$ cat src/rtl/seq_shift_add_multiplier.sv
// Iterative radix-2 shift-and-add multiplier with a 2*WIDTH-bit product and valid/ready handshakes.
// Signed operands are reduced to magnitudes up front and the sign is restored in one final step.
module seq_shift_add_multiplier #(
  parameter int WIDTH = 32,
  parameter int CNT_W = 6
) (
  input  logic                 clk,
  input  logic                 rst_n,
  input  logic                 in_valid,
  output logic                 in_ready,
  input  logic [WIDTH-1:0]     a,
  input  logic [WIDTH-1:0]     b,
  input  logic                 is_signed,
  output logic                 out_valid,
  input  logic                 out_ready,
  output logic [2*WIDTH-1:0]   product
);

  typedef enum logic [2:0] {
    S_IDLE = 3'd0,
    S_PREP = 3'd1,
    S_RUN  = 3'd2,
    S_FIX  = 3'd3,
    S_DONE = 3'd4
  } state_e;

  state_e               state_q,     state_d;
  logic [WIDTH-1:0]     mcand_q,     mcand_d;
  logic [WIDTH-1:0]     high_q,      high_d;
  logic [WIDTH-1:0]     low_q,       low_d;
  logic                 signed_q,    signed_d;
  logic                 neg_q,       neg_d;
  logic [CNT_W-1:0]     cnt_q,       cnt_d;
  logic [2*WIDTH-1:0]   product_q,   product_d;
  logic                 out_valid_q, out_valid_d;

  // Adder port: one WIDTH-bit add per RUN cycle, carry-in tied low.
  logic [WIDTH-1:0]     add_sum;
  logic                 add_cout;
  logic [WIDTH-1:0]     run_sum;
  logic                 run_cout;

  assign {add_cout, add_sum} = {1'b0, high_q} + {1'b0, mcand_q} + {{WIDTH{1'b0}}, 1'b0};

  assign in_ready  = (state_q == S_IDLE);
  assign out_valid = out_valid_q;
  assign product   = product_q;

  // Next-state and datapath update for the whole transaction sequence.
  always_comb begin
    state_d     = state_q;
    mcand_d     = mcand_q;
    high_d      = high_q;
    low_d       = low_q;
    signed_d    = signed_q;
    neg_d       = neg_q;
    cnt_d       = cnt_q;
    product_d   = product_q;
    out_valid_d = out_valid_q;
    run_sum     = high_q;
    run_cout    = 1'b0;

    case (state_q)
      S_IDLE: begin
        if (in_valid) begin
          mcand_d  = a;
          low_d    = b;
          signed_d = is_signed;
          state_d  = S_PREP;
        end else begin
          state_d  = S_IDLE;
        end
      end

      S_PREP: begin
        // The most negative value negates to itself, which reads as 2^(WIDTH-1) unsigned.
        neg_d = signed_q & (mcand_q[WIDTH-1] ^ low_q[WIDTH-1]);
        if (signed_q && mcand_q[WIDTH-1]) begin
          mcand_d = ~mcand_q + WIDTH'(1);
        end else begin
          mcand_d = mcand_q;
        end
        if (signed_q && low_q[WIDTH-1]) begin
          low_d = ~low_q + WIDTH'(1);
        end else begin
          low_d = low_q;
        end
        high_d  = {WIDTH{1'b0}};
        cnt_d   = {CNT_W{1'b0}};
        state_d = S_RUN;
      end

      S_RUN: begin
        if (low_q[0]) begin
          run_sum  = add_sum;
          run_cout = add_cout;
        end else begin
          run_sum  = high_q;
          run_cout = 1'b0;
        end
        high_d = {run_cout, run_sum[WIDTH-1:1]};
        low_d  = {run_sum[0], low_q[WIDTH-1:1]};
        cnt_d  = cnt_q + CNT_W'(1);
        if (cnt_q == CNT_W'(WIDTH - 1)) begin
          state_d = S_FIX;
        end else begin
          state_d = S_RUN;
        end
      end

      S_FIX: begin
        if (neg_q) begin
          product_d = ~{high_q, low_q} + (2*WIDTH)'(1);
        end else begin
          product_d = {high_q, low_q};
        end
        out_valid_d = 1'b1;
        state_d     = S_DONE;
      end

      S_DONE: begin
        if (out_ready) begin
          out_valid_d = 1'b0;
          state_d     = S_IDLE;
        end else begin
          out_valid_d = 1'b1;
          state_d     = S_DONE;
        end
      end

      default: begin
        out_valid_d = 1'b0;
        state_d     = S_IDLE;
      end
    endcase
  end

  // State and datapath registers; reset aborts any transaction in flight.
  always_ff @(posedge clk or negedge rst_n) begin
    if (!rst_n) begin
      state_q     <= S_IDLE;
      mcand_q     <= {WIDTH{1'b0}};
      high_q      <= {WIDTH{1'b0}};
      low_q       <= {WIDTH{1'b0}};
      signed_q    <= 1'b0;
      neg_q       <= 1'b0;
      cnt_q       <= {CNT_W{1'b0}};
      product_q   <= {(2*WIDTH){1'b0}};
      out_valid_q <= 1'b0;
    end else begin
      state_q     <= state_d;
      mcand_q     <= mcand_d;
      high_q      <= high_d;
      low_q       <= low_d;
      signed_q    <= signed_d;
      neg_q       <= neg_d;
      cnt_q       <= cnt_d;
      product_q   <= product_d;
      out_valid_q <= out_valid_d;
    end
  end

endmodule
$ cat config.mk
export PLATFORM = sky130hd
export DESIGN_NAME = seq_shift_add_multiplier
export DESIGN_NICKNAME = d
export VERILOG_FILES = /design/src/rtl/seq_shift_add_multiplier.sv
export SDC_FILE = /design/constraint.sdc
export NUM_CORES = 1
export LEC_CHECK = 0
export BUFFER_PORTS_ARGS = -buffer_cell sky130_fd_sc_hd__buf_2
export CELL_PAD_IN_SITES_DETAIL_PLACEMENT = 1
export CELL_PAD_IN_SITES_GLOBAL_PLACEMENT = 1
export CORE_AREA = 4 4 157 159
export CTS_CLUSTER_SIZE = 28
export DETAILED_ROUTE_END_ITERATION = 7
export DIE_AREA = 0 0 161 163
export PLACE_DENSITY_LB_ADDON = 0.1
export SLEW_MARGIN = 20
export SYNTH_ARGS = -nofsm -noshare
export SYNTH_HDL_FRONTEND = slang
export SYNTH_SLANG_ARGS = --single-unit
$ cat constraint.sdc
create_clock -name clk -period 8 [get_ports clk]
set_input_delay 1.6 -clock clk [delete_from_list [all_inputs] [get_ports clk]]
set_output_delay 1.6 -clock clk [all_outputs]
set_load 0.02 [all_outputs]
Word level (Yosys, flattened, before mapping) --
Cells that the tools add are included.
Cells by class: $add $sub $neg 5, equal/unequal tests 8, mux-type cells 17, bitwise logic cells 5, reduce and logical (&&, ||, !) cells 10
Operators by type and width (number):
- $mux W32 | 5
- $pmux W32 S2 | 2
- $pmux W32 S3 | 1
- $add A32 B1 Y32 const B | 2
- $add A64 B1 Y64 const B | 1
- $mux W64 | 1
- $not A32 Y32 | 2
- $not A64 Y64 | 1
- $add A32 B32 Y33 | 1
- $pmux W3 S5 | 1
- $pmux W6 S2 | 1
- $add A6 B1 Y6 const B | 1
- $eq A3 B2 Y1 const B | 2
- $eq A6 B5 Y1 const B | 1
- $ne A2 B2 Y1 const B | 3
- $reduce_and A3 Y1 | 2
- $mux W1 | 4
- $reduce_bool A2 Y1 | 2
- $eq A3 B1 Y1 const B | 1
- $eq A3 B3 Y1 const B | 1
- $logic_not A3 Y1 | 1
- $mux W3 | 1
- $pmux W1 S3 | 1
- $reduce_bool A3 Y1 | 1
- other kinds (5) | 6
Storage, ports and cells: register bits after elaboration 172, word-level logic and storage cells 54

Longest topological paths before layout --
depth after elaboration 4, gate-level depth with buffers 11

Least setup slack after synthesis --
Ideal clock, no wire load.
kind reg2reg, start point register low_q[0], end point register low_q[26], library setup time 0.133 ns, arrival 2.944 ns, required time 7.867 ns, path slack 4.923 ns, stages on the path, launching flop included 10, path buffers 1, path through dfrtp_1 > buf_1 > inv_1 > ha_1 > nand4_1 > or4_1 > or3_1 > or3_1 > a222oi_1 > o21ai_0
On the way: longest elaborated chain between the ends 4
RTL lines:
- start, declared | RTL line 30 | logic [WIDTH-1:0] low_q, low_d;
- start signal, assigned | RTL line 144 | low_q <= {WIDTH{1'b0}};
- start signal, assigned | RTL line 154 | low_q <= low_d;
- $not A32 Y32 | RTL line 84 | low_d = ~low_q + WIDTH'(1);
- $add A32 B1 Y32 | RTL line 84
- $mux W32 | RTL line 83 | if (signed_q && low_q[WIDTH-1]) begin
- $pmux W32 S3 | RTL line 63 | case (state_q)
Every way passes these cells. The select of a mux whose other input is x is not followed. A chain may end at the register's enable or synchronous reset.

Final worst setup path --
Ends and elaborated chain as after synthesis.

==> flow_summary.json <==
{
  "status": "finished, final reports clean",
  "post_synth_instance_area_um2": 11000,
  "grt_pass1_wl_mm": 58.3,
  "synth_fp_nets": 1431,
  "power_mw": 5.74,
  "p_leak_nw": 5.35,
  "p_per_area_nw_per_um2": 463,
  "rsz0062_at_grt": "false",
  "cts.hold.buffers_added": 0,
  "gp_routability_congestion": 0.885,
  "die_w_um": 161,
  "antenna_found_initial": 1,
  "clkLatencyLatePin_ns": 0.44,
  "regArea_um2": 4310,
  "finalHoldViolCount": 0,
  "async_flop_share_pct": 100,
  "relSlewSlack_pct": 34.4,
  "hold_ws_ns": 0.474,
  "fmax_ghz": 0.281,
  "fill_cells": 2889,
  "port_buffers": 134,
  "cp_slowest_stage_delay_ns": 0.69,
  "period_needed_ns": 3.55,
  "drtIter0Drc": 836,
  "postCtsSetupRepairBufs": 0,
  "avgSynthCellArea_um2": 8.29,
  "setup_viol": 0,
  "layout-drive-gt1-share_pct": 14.3,
  "synth_ff_type": "dfrtp_1",
  "multiInputGateArea_um2": 6300,
  "start_util_pct": 47.3,
  "crit_chain": "inv_1, ha_1, nand4_1, or4_1, or3_1, or3_1, a222oi_1, o21ai_0",
  "cts_resized": 0,
  "drc": 0,
  "cp-end-kind": "flip-flop",
  "cts.sinks": 172,
  "grt_start_max_net_pins": 92,
  "routed.top_layer": "met4",
  "overflow": 0,
  "setup.worst_path.class": "flip-flop to flip-flop",
  "wl_met2_mm": 16.5,
  "cp_max_fo": 14,
  "critPathBufInv": 1,
  "synth-edff-count": 0,
  "nets": 1503,
  "crit_slowest_cell": "or4_1",
  "hold_path_class": "flip-flop to flip-flop",
  "drv_slew": 0,
  "core_um2": 23300,
  "routed_wl_mm": 36.5,
  "wire_per_inst_um": 21.1,
  "critPathArrivalTime_ns": 3.85,
  "critical_path.top_delay_family": "simple AND/OR/NAND/NOR gates",
  "synth-seq-cells": 172,
  "vdd_drop_max_uv": 199,
  "cts_buffer_depth": 2,
  "ys_warn_count": 0,
  "numCtsBuffers": 17,
  "dieArea_um2": 26200,
  "ys_types": 66,
  "start_kind": "flip-flop",
  "design_area_um2": 12400,
  "post-place-ws_ns": 4.48,
  "syn_to_final_growth_pct": 12.8,
  "dp_hpwl_mm": 26.4,
  "row_count": 56,
  "worstPathRequired_ns": 8.30,
  "postRouteAntennaNets": 0,
  "skew_ns": 0.0171,
  "cts_tree": "done",
  "clkTransAtPathRegs_ns": 0.07,
  "grt_pass1_vias": 10403,
  "dr.pass1.iters": 8,
  "synth_cells": 1326,
  "maxCapViolations": 0,
  "dr_wl_met3_mm": 1.91,
  "die_y_um": 163,
  "wl_met1_mm": 17.2,
  "cts-root-buf": "clkbuf_16",
  "setup_ws_ns": 4.45,
  "yosysSeqAreaShare_pct": 39.2,
  "htreeDepth": 4,
  "finalCritPeriodShare_pct": 44.4,
  "fin_setup_tns_ns": 0,
  "tightest_slew_ns": 0.985,
  "post_dp_cell_area_um2": 11800,
  "num_vias": 10543,
  "crit_top_cell": "or3_1",
  "viasPerCell": 6.09,
  "grtUsageTotal_pct": 27.7,
  "top_level_ports": 135
}
[flip-flops by register name (all words and copies together), names as in the netlist]
register   count
product       64
high_q        32
low_q         32
mcand_q       32
cnt_q          6
state_q        3
neg_q          1
out_valid      1
signed_q       1
[Yosys cell counts (8+ instances only)]
library cell | number | area, µm²
o21ai_0 | 216 | 1080
dfrtp_1 | 172 | 4300
nand2_1 | 163 | 612
nor2_1 | 117 | 439
a21oi_1 | 85 | 425
clkbuf_1 | 79 | 297
xor2_1 | 79 | 692
or3_1 | 36 | 225
ha_1 | 35 | 438
a22oi_1 | 29 | 218
nor3_1 | 27 | 135
a222oi_1 | 21 | 210
nand3_1 | 19 | 95.1
or4_1 | 19 | 143
inv_1 | 15 | 56.3
a31oi_1 | 14 | 87.6
xnor2_1 | 13 | 114
o21ai_1 | 12 | 60.1
o22ai_1 | 11 | 68.8
a221oi_1 | 10 | 87.6
nor2b_1 | 10 | 62.6
o31ai_1 | 10 | 75.1
a21o_1 | 9 | 67.6
buf_1 | 9 | 33.8
nand2b_1 | 8 | 50.1
o21a_1 | 8 | 60.1
[worst register-to-register path, cell delays in order (launching register included)]
cell and delay [ns]:
dfrtp_1 0.58, inv_1 0.28, ha_1 0.33, nand4_1 0.34, or4_1 0.69, or3_1 0.41, or3_1 0.38, a222oi_1 0.29
o21ai_0 0.11
[cells in the final DEF (no fill, tap or decap), types with 17 or more instances in the layout]
| cell type | count |
|---|---|
| ha_1 | 35 |
| nand2_1 | 163 |
| o21ai_0 | 216 |
| clkbuf_16 | 17 |
| a22oi_1 | 29 |
| or4_1 | 19 |
| xor2_1 | 79 |
| a21oi_1 | 85 |
| or3_1 | 36 |
| buf_2 | 133 |
| nor2_1 | 116 |
| nand3_1 | 18 |
| nor3_1 | 27 |
| a222oi_1 | 21 |
| dfrtp_1 | 171 |
[power by group]
group | switching [mW] | internal [mW] | total (mW) | leakage (nW)
combinational | 1.97 | 1.12 | 3.08 | 2.90
sequential | 0.581 | 1.24 | 1.82 | 2.16
clock | 0.393 | 0.441 | 0.834 | 0.283
[through the flow]
stage	std cells	utilization, %
6_report	1730	53.3
5_1_grt	1730	53.3
4_1_cts	1729	53.3
3_5_place_dp	1698	50.8
3_3_place_gp	1698	50.8
2_1_floorplan	1326	-
[cell families after synthesis]
family	count (synthesis)	synth area share [%]
and+or+nand+nor	441	18.8
xor gates and xnor gates	92	7.33
DFF	172	39.2
buffers and inverters	107	3.81
adders and majority gates	36	4.17
muxes	8	0.740
AOI/OAI and AO/OA	470	26.0
[final timing paths]
| path | from | end | slack [ns] | cells after the start |
|---|---|---|---|---|
| setup reg to reg | low_q[0] | low_q[26] | 4.45 | 8 |
| hold / removal | product[11] | product[11] | 0.47 | 2 |
| min in group asynchronous | rst_n | low_q[11] | 1.11 | 1 |
| max in group asynchronous | rst_n | high_q[24] | 5.71 | 2 |
| setup / recovery | low_q[0] | low_q[26] | 4.45 | 8 |
| hold reg to reg | product[11] | product[11] | 0.47 | 2 |
[layer usage]
layer  global-route usage [%]  vias to the layer above
li1                         -                     4980
met1                     40.6                     5204
met2                     42.8                      309
met3                     3.90                       50
met4                     8.49                        0
met5                        0                        -
[area by class of cell]
type / instances / area share [%]
Antenna cell: 1 / 0.0202
Clock buffer: 17 / 3.43
Multi-Input combinational cell: 1047 / 50.8
Clock inverter: 14 / 1.22
Sequential cell: 172 / 34.7
Timing Repair Buffer: 145 / 6.12
Tap cell: 319 / 3.22
Inverter: 15 / 0.454
No activity file was read; power rests on OpenSTA's default activity.
